`src/rtl/mem_sram_ctrl.sv`:
```
// Memory-stage controller: splits each 32-bit load/store into two
// 16-bit SRAM accesses with a programmable wait, stalling via ready.
module mem_sram_ctrl #(
  parameter int unsigned WAIT_CYCLES = 2,
  parameter logic [31:0] BASE_ADDR   = 32'd1024
) (
  input  logic        clk,
  input  logic        rst,
  input  logic        rd_en,
  input  logic        wr_en,
  input  logic [31:0] address,
  input  logic [31:0] write_data,
  output logic [31:0] read_data,
  output logic        ready,
  output logic [17:0] sram_addr,
  output logic [15:0] sram_dq_out,
  input  logic [15:0] sram_dq_in,
  output logic        sram_dq_oe,
  output logic        sram_we_n
);

  typedef enum logic [1:0] {
    S_IDLE,
    S_LOW,
    S_HIGH,
    S_DONE
  } state_e;

  localparam logic [3:0] LAST = 4'(WAIT_CYCLES - 1);

  state_e      state_q, state_d;
  logic [3:0]  cnt_q, cnt_d;

  logic        op_wr_q, op_wr_d;
  logic [16:0] word_q, word_d;
  logic [15:0] wdata_hi_q, wdata_hi_d;
  logic [31:0] rdata_q, rdata_d;
  logic [17:0] addr_q, addr_d;
  logic [15:0] dq_q, dq_d;
  logic        oe_q, oe_d;
  logic        we_n_q, we_n_d;

  logic        req;
  logic        phase_end;
  logic [31:0] off;
  logic        unused_off;

  assign req        = rd_en | wr_en;
  assign phase_end  = (cnt_q == LAST);
  assign off        = address - BASE_ADDR;
  assign unused_off = ^{off[31:19], off[1:0]};

  always_ff @(posedge clk or negedge rst) begin
    if (!rst) begin
      state_q <= S_IDLE;
      cnt_q   <= '0;
    end else begin
      state_q <= state_d;
      cnt_q   <= cnt_d;
    end
  end

  always_comb begin
    state_d = state_q;
    cnt_d   = cnt_q;
    unique case (state_q)
      S_IDLE: begin
        if (req) begin
          state_d = S_LOW;
          cnt_d   = '0;
        end
      end
      S_LOW: begin
        if (phase_end) begin
          state_d = S_HIGH;
          cnt_d   = '0;
        end else begin
          cnt_d = cnt_q + 4'd1;
        end
      end
      S_HIGH: begin
        if (phase_end) begin
          state_d = S_DONE;
          cnt_d   = '0;
        end else begin
          cnt_d = cnt_q + 4'd1;
        end
      end
      S_DONE:  state_d = S_IDLE;
      default: state_d = S_IDLE;
    endcase
  end

  // Bus outputs are registered so they only move on phase entry.
  always_comb begin
    ready      = 1'b0;
    op_wr_d    = op_wr_q;
    word_d     = word_q;
    wdata_hi_d = wdata_hi_q;
    rdata_d    = rdata_q;
    addr_d     = addr_q;
    dq_d       = dq_q;
    oe_d       = oe_q;
    we_n_d     = we_n_q;
    unique case (state_q)
      S_IDLE: begin
        ready = ~req;
        if (req) begin
          op_wr_d    = wr_en;
          word_d     = off[18:2];
          wdata_hi_d = write_data[31:16];
          addr_d     = {off[18:2], 1'b0};
          dq_d       = write_data[15:0];
          oe_d       = wr_en;
          we_n_d     = ~wr_en;
        end
      end
      S_LOW: begin
        if (phase_end) begin
          if (!op_wr_q) rdata_d[15:0] = sram_dq_in;
          addr_d = {word_q, 1'b1};
          dq_d   = wdata_hi_q;
        end
      end
      S_HIGH: begin
        if (phase_end) begin
          if (!op_wr_q) rdata_d[31:16] = sram_dq_in;
          oe_d   = 1'b0;
          we_n_d = 1'b1;
        end
      end
      S_DONE:  ready = 1'b1;
      default: ready = 1'b0;
    endcase
  end

  always_ff @(posedge clk or negedge rst) begin
    if (!rst) begin
      op_wr_q    <= 1'b0;
      word_q     <= '0;
      wdata_hi_q <= '0;
      rdata_q    <= '0;
      addr_q     <= '0;
      dq_q       <= '0;
      oe_q       <= 1'b0;
      we_n_q     <= 1'b1;
    end else begin
      op_wr_q    <= op_wr_d;
      word_q     <= word_d;
      wdata_hi_q <= wdata_hi_d;
      rdata_q    <= rdata_d;
      addr_q     <= addr_d;
      dq_q       <= dq_d;
      oe_q       <= oe_d;
      we_n_q     <= we_n_d;
    end
  end

  assign read_data   = rdata_q;
  assign sram_addr   = addr_q;
  assign sram_dq_out = dq_q;
  assign sram_dq_oe  = oe_q;
  assign sram_we_n   = we_n_q;

endmodule

```
`config.mk`:
```
export PLATFORM = sky130hd
export DESIGN_NAME = mem_sram_ctrl
export DESIGN_NICKNAME = d
export VERILOG_FILES = /design/src/rtl/mem_sram_ctrl.sv
export SDC_FILE = /design/constraint.sdc
export NUM_CORES = 1
export LEC_CHECK = 0
export ABC_AREA = 0
export BUFFER_PORTS_ARGS = -buffer_cell sky130_fd_sc_hd__buf_4
export CORE_ASPECT_RATIO = 1.1
export CORE_MARGIN = 3
export CORE_UTILIZATION = 30
export DETAILED_ROUTE_END_ITERATION = 8
export GPL_ROUTABILITY_DRIVEN = 0
export GPL_TIMING_DRIVEN = 1
export PLACE_DENSITY = 0.55
export SETUP_SLACK_MARGIN = 0.2
export SLEW_MARGIN = 20
export SYNTH_ARGS = -nofsm -noshare
export SYNTH_HDL_FRONTEND = slang
export SYNTH_SLANG_ARGS = --single-unit
```
`constraint.sdc`:
```
create_clock -name clk -period 1.9 [get_ports clk]
set_clock_uncertainty 0.2 [all_clocks]
set_input_delay 0.19 -clock clk [delete_from_list [all_inputs] [get_ports clk]]
set_output_delay 0.19 -clock clk [all_outputs]
set_load 0.01 [all_outputs]
```
==> results of run 1 <==
==> timing repair <==
action | 4_1_cts | 5_1_grt
hold buffers | 63 | 0
resized for setup | 40 | 36
pin swaps | 2 | 9
cloned | 3 | 0
setup buffers | 11 | 4
endpoints found under the setup margin | 88 | 104
endpoints found under the hold margin | 196 | 0
==> synthesized netlist by cell type (3+ instances only) <==
cell type	n	share of area (%)
nand2_1	46	3.6
clkbuf_1	6	0.47
o21ai_0	37	3.9
mux2_2	39	9.2
buf_6	5	1.2
dfrtp_1	107	56
o211ai_1	3	0.47
o21ai_1	10	1.0
mux2i_1	27	5.7
ha_1	8	2.1
nor2_1	8	0.63
a22o_1	4	0.73
xnor2_1	5	0.92
mux2_4	20	6.3
nor3_1	3	0.31
nor3b_1	3	0.47
a21oi_1	4	0.42
buf_2	7	0.73
nand3_1	5	0.52
inv_1	8	0.63
==> worst max-delay path, delay by kind of cell (launching register included) <==
| family | cells | cell delay, ns |
|---|---|---|
| AND/OR/NAND/NOR | 3 | 0.68 |
| adder cells (fa/ha/maj) | 1 | 0.15 |
| multiplexers | 1 | 0.33 |
| flip-flops | 1 | 0.38 |
| buffers and inverters | 2 | 0.21 |
==> metal layers <==
layer	track usage, %	share of wire [%]	vias up
li1	-	-	1775
met3	3.16	4.9	11
met4	5.25	1.5	0
met2	23.1	48	104
met5	0	0	-
met1	19.0	45	1767
==> power groups by stage <==
stage,clock (W),combinational [W],sequential [W]
floorplan,0,0.00312,0.00441
global placement,0,0.00536,0.00413
CTS,0.00190,0.00647,0.00413
global route,0.00200,0.00725,0.00430
finish,0.00182,0.00671,0.00415
detailed placement,0,0.00550,0.00417
==> flip-flops by register name, summed over array words and instances, names as in the netlist <==
name         flops
state_q          2
sram_dq_oe       1
op_wr_q          1
wdata_hi_q      16
cnt_q            4
sram_addr       18
sram_we_n        1
read_data       32
word_q          17
sram_dq_out     16
==> cell families after synthesis <==
| group | count (synthesis) |
|---|---|
| buffers and inverters | 27 |
| muxes | 86 |
| adders and majority gates | 8 |
| DFF | 108 |
| and+or+nand+nor | 78 |
| AOI/OAI and AO/OA | 64 |
| xor gates and xnor gates | 7 |
==> per-stage QoR <==
step / hold WS (ns) / setup TNS, ns
4_1_cts: 0.000491 / -9.33
6_report: 0.0174 / -8.62
2_1_floorplan: -0.306 / -3.89
5_1_grt: 0.0225 / -14.84
3_5_place_dp: -0.0481 / -10.70
3_3_place_gp: -0.0541 / -6.94
==> worst max-delay path by stage <==
stage / endpoint / start / slack, ns / depth (start not counted)
final: read_data[8]$_DFFE_PN0P_ / cnt_q[1]$_DFFE_PN0P_ / -0.16 / 7
after global routing: sram_dq_out[13]$_DFFE_PN0P_ / cnt_q[1]$_DFFE_PN0P_ / -0.26 / 8
after CTS: read_data[8]$_DFFE_PN0P_ / cnt_q[1]$_DFFE_PN0P_ / -0.17 / 7
after detailed placement: read_data[31]$_DFFE_PN0P_ / cnt_q[1]$_DFFE_PN0P_ / -0.22 / 7
after global placement: read_data[23]$_DFFE_PN0P_ / cnt_q[1]$_DFFE_PN0P_ / -0.15 / 7
after floorplan: read_data[22]$_DFFE_PN0P_ / cnt_q[1]$_DFFE_PN0P_ / -0.13 / 8
==> layout make-up <==
cell class,instances,area [µm²]
clock inverter,6,47.5
inverter,8,30.0
sequential,108,2700
tap,196,245
fill,1376,7800
multi-input combinational,243,2180
clock buffer,10,239
timing repair buffer,236,2110
==> impl_metrics.csv, run 1 <==
group,metric,value,unit
run_status,status,"finished, violations left",
run_status,violations,"setup timing",
final_layout,final_common_cell,"buf_4",
min_path,hold_path_startpoint,"address[13]",
clocking,tritoncts,"built",
global_routing,grt_pass1_vias,3831,
synth,synthArstFlopShare,100,%
detailed_routing,postRouteAntennaNets,0,
place,dpl.cell_count,710,
setup_path,crit_path_start_kind,"register",
min_path,hold_class,"primary input to register",
setup_path,critPathKind,"register to register",
synth,synth_xor_area_share,1.28,%
clocking,worstSkewPairLatency,0.35,ns
power,share_comb_of_total_power,52.9,%
synth,synthAdderAreaFrac,2.10,%
min_path,hold_end,"word_q[11]$_DFFE_PN0P_",
synth,syn_inst,378,
clocking,cts_buffer_depth,2,
detailed_routing,wl_per_cell,15.2,µm
setup_path,arrival,2.10,ns
setup_path,rrSetupSlack,-0.16,ns
detailed_routing,viasPerCell,4.53,
sta,final-hold-violation-count,0,
clocking,htree_levels,3,
power,internal-power,0.00824,W
place,dpl.hpwl,8150,µm
floorplan,rows,47,
power,seq_power_share,32.7,%
setup_path,r2r-start,"cnt_q[1]$_DFFE_PN0P_",
synth,ys_seq_area_share,56.6,%
place,place_ws,-0.215,ns
power,netSwitchingFraction,35.1,%
final_layout,post-route-util,49.2,%
setup_path,required,1.94,ns
synth,ys_seq_elements,108,
sta,fmax,485,MHz
synth,avgSynthCellArea,12.6,µm²
synth,synth_edf_count,0,
floorplan,initial_core_util,31.1,%
detailed_routing,drc,0,
run,maxCapViolCount,0,
power,switching_power,0.00445,W
synth,synth-simple-area-share,7.89,%
synth,synth_compound_area_share,7.86,%
global_routing,grt_start_max_net_pins,51,
final_layout,final_cell_mix,"158 x buf_4, 107 x dfrtp_1, 63 x dlygate4sd3_1, 47 x mux2_4, 42 x nand2_1",
setup_path,reg2reg_depth,7,
power,leakage,3.62,nW
synth,synth_top_family_by_area,"multiplexers",
sta,post-route-min-period,2.06,ns
power,p_per_area,1680,mW/mm²
synth,syn_area,0.00477,mm²
clocking,cts.sinks,108,
detailed_routing,drtIter0Drc,132,
setup_path,cp_cell_sequence,"inv_1 > ha_1 > or3b_4 > buf_8 > nor2_8 > nand2_8 > mux2_4",
clocking,numCtsBuffers,9,
sta,rsz0062_at_grt,"true",
synth,synth-main-ff-cell,"dfrtp_1",
setup_path,cp-end-kind,"register",
global_routing,globalRouteTotalUtil,14.3,%
synth,synthMuxAreaShare,21.1,%
setup_path,r2r-end,"read_data[8]$_DFFE_PN0P_",
sta,setup_viol,69,
place,dpl_cell_area,0.00617,mm²
global_routing,grt_overflow,0,
final_layout,fin_cells,807,
floorplan,core_area,0.0153,mm²
sta,slew_headroom,66.1,%
global_routing,grt_pass1_wl,20100,µm
final_layout,nets,698,
power,power,0.0127,W
min_path,whs_path_depth,3,
floorplan,die_area,0.0175,mm²
synth,synth_warnings,0,
synth,synth_fp_nets,470,
sta,slew_violations,0,
floorplan,pin_count,153,
global_routing,antenna_found_initial,0,
floorplan,die_y,138,µm
place,io_buffer_count,137,
setup_path,critPathSlowestCell,"dfrtp_1",
setup_path,cp_slowest_stage_delay,0.38,ns
clocking,root_buffer,"clkbuf_16",
sta,worst_pin_slew,0.508,ns
power,ir_drop,583,µV
clocking,clk_pin_slew,0.07,ns
synth,yosys.cell_types.count,39,
detailed_routing,num_vias,3657,
power,power_frac_clock,14.4,%
floorplan,fp.dieW,126,µm
sta,period_share,109,%
final_layout,antennaDiodeCount,0,
sta,fin_ws,-0.163,ns
final_layout,drive_gt1_share,45.3,%
setup_path,worst-path-max-fanout,16,
detailed_routing,drt_wl_total,12300,µm
final_layout,finalInstanceArea,0.00755,mm²
final_layout,syn_to_final_growth,58.1,%
detailed_routing,firstDrtPassIters,4,
Power figures use the tool's default switching activity.
==> inputs of run 2 (changes only) <==
--- a/config.mk
+++ b/config.mk
@@ -13,7 +13,8 @@
 export DETAILED_ROUTE_END_ITERATION = 8
 export GPL_ROUTABILITY_DRIVEN = 0
 export GPL_TIMING_DRIVEN = 1
-export PLACE_DENSITY = 0.55
+export HOLD_SLACK_MARGIN = 0.05
+export PLACE_DENSITY = 0.59
 export SETUP_SLACK_MARGIN = 0.2
 export SLEW_MARGIN = 20
 export SYNTH_ARGS = -nofsm -noshare
==> impl_metrics.csv, run 2 (same netlist as run 1, synthesis figures left out) <==
group,metric,value,unit
floorplan,rows,47,
power,switching_power,0.00478,W
power,netSwitchingFraction,36.6,%
final_layout,drive_gt1_share,49.0,%
global_routing,grt_pass1_wl,20500,µm
clocking,cts.sinks,108,
sta,slew_violations,0,
setup_path,rrSetupSlack,-0.19,ns
final_layout,largest_register_ffs,32,
setup_path,r2r-start,"cnt_q[1]$_DFFE_PN0P_",
sta,final-hold-violation-count,0,
setup_path,cp-end-kind,"register",
final_layout,antennaDiodeCount,0,
clocking,worstSkewPairLatency,0.35,ns
global_routing,grt_start_max_net_pins,43,
detailed_routing,drtIter0Drc,157,
sta,worst_hold_slack,0.0606,ns
sta,rsz0062_at_grt,"true",
clocking,numCtsBuffers,9,
sta,worst_pin_slew,0.600,ns
sta,fmax,478,MHz
setup_path,critPathSlowestCell,"or3b_4",
final_layout,n_fill_cell,1324,
place,dpl.hpwl,8050,µm
setup_path,cp_cell_sequence,"inv_1 > ha_2 > or3b_4 > buf_12 > nor2_8 > nand2_8 > mux2_4",
sta,period_share,110,%
global_routing,globalRouteTotalUtil,14.7,%
detailed_routing,drt_wl_total,13200,µm
floorplan,fp.dieW,126,µm
power,power,0.0131,W
clocking,root_buffer,"clkbuf_16",
clocking,clk_pin_slew,0.07,ns
floorplan,initial_core_util,31.1,%
power,power_frac_clock,14.0,%
detailed_routing,viasPerCell,4.70,
floorplan,pin_count,153,
global_routing,grt_overflow,0,
run,maxCapViolCount,0,
run_status,violations,"setup timing",
power,share_comb_of_total_power,53.8,%
setup_path,crit_path_start_kind,"register",
clocking,tritoncts,"built",
min_path,hold_path_startpoint,"address[10]",
clocking,htree_levels,3,
floorplan,core_area,0.0153,mm²
setup_path,critPathBufInv,2,
setup_path,critPathTopFamily,"simple AND/OR/NAND/NOR gates",
detailed_routing,firstDrtPassIters,4,
power,ir_drop,809,µV
clocking,cts_buffer_depth,2,
sta,slew_headroom,60.0,%
power,p_per_area,1710,mW/mm²
place,io_buffer_count,137,
setup_path,critPathKind,"register to register",
global_routing,antenna_found_initial,0,
detailed_routing,num_vias,3820,
global_routing,grt_pass1_vias,3992,
floorplan,die_y,138,µm
detailed_routing,postRouteAntennaNets,0,
sta,setup_viol,69,
power,internal-power,0.00827,W
final_layout,final_common_cell,"buf_4",
sta,post-route-min-period,2.09,ns
detailed_routing,wl_per_cell,16.2,µm
final_layout,final_cell_mix,"157 x buf_4, 107 x dfrtp_1, 66 x dlygate4sd3_1, 43 x mux2_4, 27 x mux2i_1",
sta,fin_ws,-0.192,ns
final_layout,nets,703,
final_layout,post-route-util,49.8,%
setup_path,arrival,2.13,ns
floorplan,die_area,0.0175,mm²
detailed_routing,drc,0,
setup_path,cp_slowest_stage_delay,0.39,ns
final_layout,syn_to_final_growth,60.1,%
min_path,hold_class,"primary input to register",
run_status,status,"finished, violations left",
setup_path,worst-path-max-fanout,16,
power,seq_power_share,32.2,%
setup_path,cp-startpoint,"cnt_q[1]$_DFFE_PN0P_",
power,leakage,3.61,nW
setup_path,required,1.94,ns
-- run 2: area by class of cell --
cell class                 instances  area, µm²  area share (%)
sequential                       108       2700            35.4
multi-input combinational        250       2340            30.6
timing repair buffer             234       2040            26.6
clock buffer                      12        256            3.36
tap                              196        245            3.21
clock inverter                     4       32.5           0.426
inverter                           8       30.0           0.393
-- run 2: worst paths after layout --
path                                                  end  cells past startpoint
max in group asynchronous        sram_addr[2]$_DFFE_PN0P_                      3
worst max register to register  read_data[10]$_DFFE_PN0P_                      7
worst min register to register     word_q[11]$_DFFE_PN0P_                      2
worst max-delay path            read_data[10]$_DFFE_PN0P_                      7
min in group asynchronous          sram_dq_oe$_DFFE_PN0P_                      2
worst min-delay path               word_q[11]$_DFFE_PN0P_                      4
-- run 2: tightest hold or removal path, cell delays in order --
cell,delay [ns]
buf_4,0.10
nor3_1,0.06
xnor2_1,0.15
o21ai_0,0.07
-- run 2: per-stage QoR --
step | instance area, µm² | std cells | worst slack (ns) | setup TNS [ns]
2_1_floorplan | 4860 | 378 | -0.133 | -3.89
3_3_place_gp | 6160 | 709 | -0.180 | -10.88
3_5_place_dp | 6160 | 709 | -0.213 | -11.69
4_1_cts | 7410 | 803 | -0.181 | -9.19
5_1_grt | 7640 | 812 | -0.256 | -15.37
6_report | 7640 | 812 | -0.192 | -10.15
-- run 2: repair_timing --
| item | CTS | global route |
|---|---|---|
| hold endpoints to repair | 133 | 0 |
| cloned | 5 | 2 |
| endpoints found under the setup margin | 82 | 100 |
| hold buffers | 66 | 0 |
| resized for setup | 52 | 53 |
| pin swaps | 18 | 41 |
| setup buffers | 7 | 7 |
-- run 2: routing by layer --
| metal | vias to the layer above | global-route usage, % | share of wire (%) |
|---|---|---|---|
| met1 | 1883 | 17.8 | 43 |
| li1 | 1808 | - | - |
| met5 | - | 0 | 0 |
| met3 | 14 | 4.71 | 5.2 |
| met4 | 0 | 3.78 | 1.4 |
| met2 | 115 | 25.3 | 51 |
-- run 2: power groups by stage --
stage	registers, W	logic [W]	clock network (W)
after floorplan	0.00441	0.00312	0
after global routing	0.00433	0.00757	0.00200
after global placement	0.00413	0.00523	0
after detailed placement	0.00418	0.00536	0
after CTS	0.00415	0.00647	0.00189
final	0.00420	0.00702	0.00183
==> inputs of run 3 (changes only) <==
--- a/config.mk
+++ b/config.mk
@@ -6,7 +6,7 @@
 export NUM_CORES = 1
 export LEC_CHECK = 0
 export ABC_AREA = 0
-export BUFFER_PORTS_ARGS = -buffer_cell sky130_fd_sc_hd__buf_4
+export BUFFER_PORTS_ARGS = -buffer_cell sky130_fd_sc_hd__buf_2
 export CORE_ASPECT_RATIO = 1.1
 export CORE_MARGIN = 3
 export CORE_UTILIZATION = 30
@@ -15,6 +15,7 @@
 export GPL_TIMING_DRIVEN = 1
 export HOLD_SLACK_MARGIN = 0.05
 export PLACE_DENSITY = 0.59
+export REMOVE_ABC_BUFFERS = 1
 export SETUP_SLACK_MARGIN = 0.2
 export SLEW_MARGIN = 20
 export SYNTH_ARGS = -nofsm -noshare
==> impl_metrics.csv, run 3 (same netlist as run 1, synthesis figures left out) <==
group,metric,value,unit
setup_path,cp-end-kind,"register",
global_routing,grt_overflow,0,
sta,setup_viol,97,
detailed_routing,drtIter0Drc,103,
detailed_routing,viasPerCell,4.68,
power,leakage,3.70,nW
detailed_routing,drt_wl_total,13900,µm
place,io_buffer_count,137,
detailed_routing,num_vias,3883,
setup_path,crit_path_start_kind,"register",
sta,worst_hold_slack,0.0798,ns
power,power,0.0140,W
global_routing,met2_usage,25.4,%
power,p_per_area,1810,mW/mm²
place,dpl.hpwl,7960,µm
final_layout,final_common_cell,"buf_2",
sta,slew_violations,0,
sta,slew_headroom,59.6,%
run,maxCapViolCount,0,
place,dpl.cell_count,719,
final_layout,largest_register_ffs,32,
global_routing,grt_pass1_wl,20800,µm
sta,period_share,109,%
final_layout,fin_cells,830,
sta,final-hold-violation-count,0,
floorplan,fp.dieW,126,µm
global_routing,grt_start_max_net_pins,109,
global_routing,gr-usage-met1,17.6,%
clocking,cts_buffer_depth,2,
floorplan,rows,47,
detailed_routing,wl_per_cell,16.7,µm
clocking,worstSkewPairLatency,0.35,ns
clocking,numCtsBuffers,9,
global_routing,antenna_found_initial,0,
sta,fmax,482,MHz
final_layout,drive_gt1_share,54.7,%
detailed_routing,drc,0,
floorplan,core_area,0.0153,mm²
detailed_routing,postRouteAntennaNets,0,
detailed_routing,firstDrtPassIters,4,
clocking,root_buffer,"clkbuf_16",
sta,worst_pin_slew,0.606,ns
clocking,htree_levels,3,
floorplan,pin_count,153,
power,ir_drop,1060,µV
setup_path,arrival,2.11,ns
clocking,tritoncts,"built",
sta,post-route-min-period,2.07,ns
final_layout,nets,722,
setup_path,critPathKind,"register to register",
final_layout,final_cell_mix,"136 x buf_2, 107 x dfrtp_1, 65 x dlygate4sd3_1, 32 x mux2_2, 29 x buf_4",
final_layout,antennaDiodeCount,0,
global_routing,globalRouteTotalUtil,14.9,%
clocking,cts.sinks,108,
sta,fin_ws,-0.174,ns
min_path,hold_class,"primary input to register",
floorplan,initial_core_util,31.1,%
run_status,violations,"setup timing",
run_status,status,"finished, violations left",
floorplan,die_y,138,µm
floorplan,die_area,0.0175,mm²
final_layout,syn_to_final_growth,62.0,%
global_routing,use_met3,5.75,%
sta,rsz0062_at_grt,"true",
setup_path,worst-path-max-fanout,6,
setup_path,required,1.94,ns
clocking,clk_pin_slew,0.07,ns
global_routing,grt_pass1_vias,4046,
global_routing,busiest_layer,"met2",
-- run 3: metrics by stage --
stage / setup WS, ns / utilization, % / instance area, µm² / setup TNS [ns]
after floorplan: -2.20 / - / 4660 / -157.72
after global placement: -0.187 / 38.2 / 5870 / -9.95
after detailed placement: -0.223 / 38.2 / 5870 / -12.16
after CTS: -0.153 / 46.8 / 7180 / -8.26
after global routing: -0.242 / 50.4 / 7740 / -17.05
final: -0.174 / 50.4 / 7740 / -11.10
-- run 3: repair_timing --
action / CTS / global route
pin swaps: 14 / 48
cloned: 4 / 8
hold buffers: 65 / 0
setup buffers: 12 / 7
resized for setup: 66 / 87
setup endpoints to repair: 97 / 109
hold endpoints to repair: 199 / 0
-- run 3: final cells by class --
class / count / area (µm²)
multi-input cells: 244 / 2380
fillers: 1332 / 7610
repair buffers: 259 / 2090
clock inverters: 2 / 35.0
flip-flops and latches: 108 / 2700
inverters: 8 / 30.0
well taps: 196 / 245
clock buffers: 13 / 250
-- run 3: final timing paths --
kind                       slack (ns)  cells past startpoint                     start                    endpoint
min                              0.08                      4               address[11]       word_q[9]$_DFFE_PN0P_
min in group asynchronous        0.26                      3                       rst   read_data[25]$_DFFE_PN0P_
max in group asynchronous        0.77                      3                       rst  sram_dq_out[2]$_DFFE_PN0P_
min reg2reg                      0.29                      2  sram_addr[2]$_DFFE_PN0P_    sram_addr[2]$_DFFE_PN0P_
max reg2reg                     -0.17                      5      cnt_q[1]$_DFFE_PN0P_   sram_addr[12]$_DFFE_PN0P_
max                             -0.17                      5      cnt_q[1]$_DFFE_PN0P_   sram_addr[12]$_DFFE_PN0P_
-- run 3: critical path: stages, from the launching register on --
cell and delay, ns:
dfrtp_1 0.38, inv_1 0.06, ha_2 0.16, or3b_4 0.47
a22oi_2 0.37, mux2_4 0.33
-- run 3: per-layer routing --
metal,up-vias,share of wire (%)
met2,115,51
met1,1922,42
met4,0,1.3
met5,-,0
li1,1830,-
met3,16,5.7
-- run 3: report_power, final --
group	internal (W)	total, W	switching (W)
Clock	0.00105	0.00187	0.000819
Combinational	0.00428	0.00791	0.00363
Sequential	0.00349	0.00424	0.000749
Total	0.00882	0.0140	0.00519
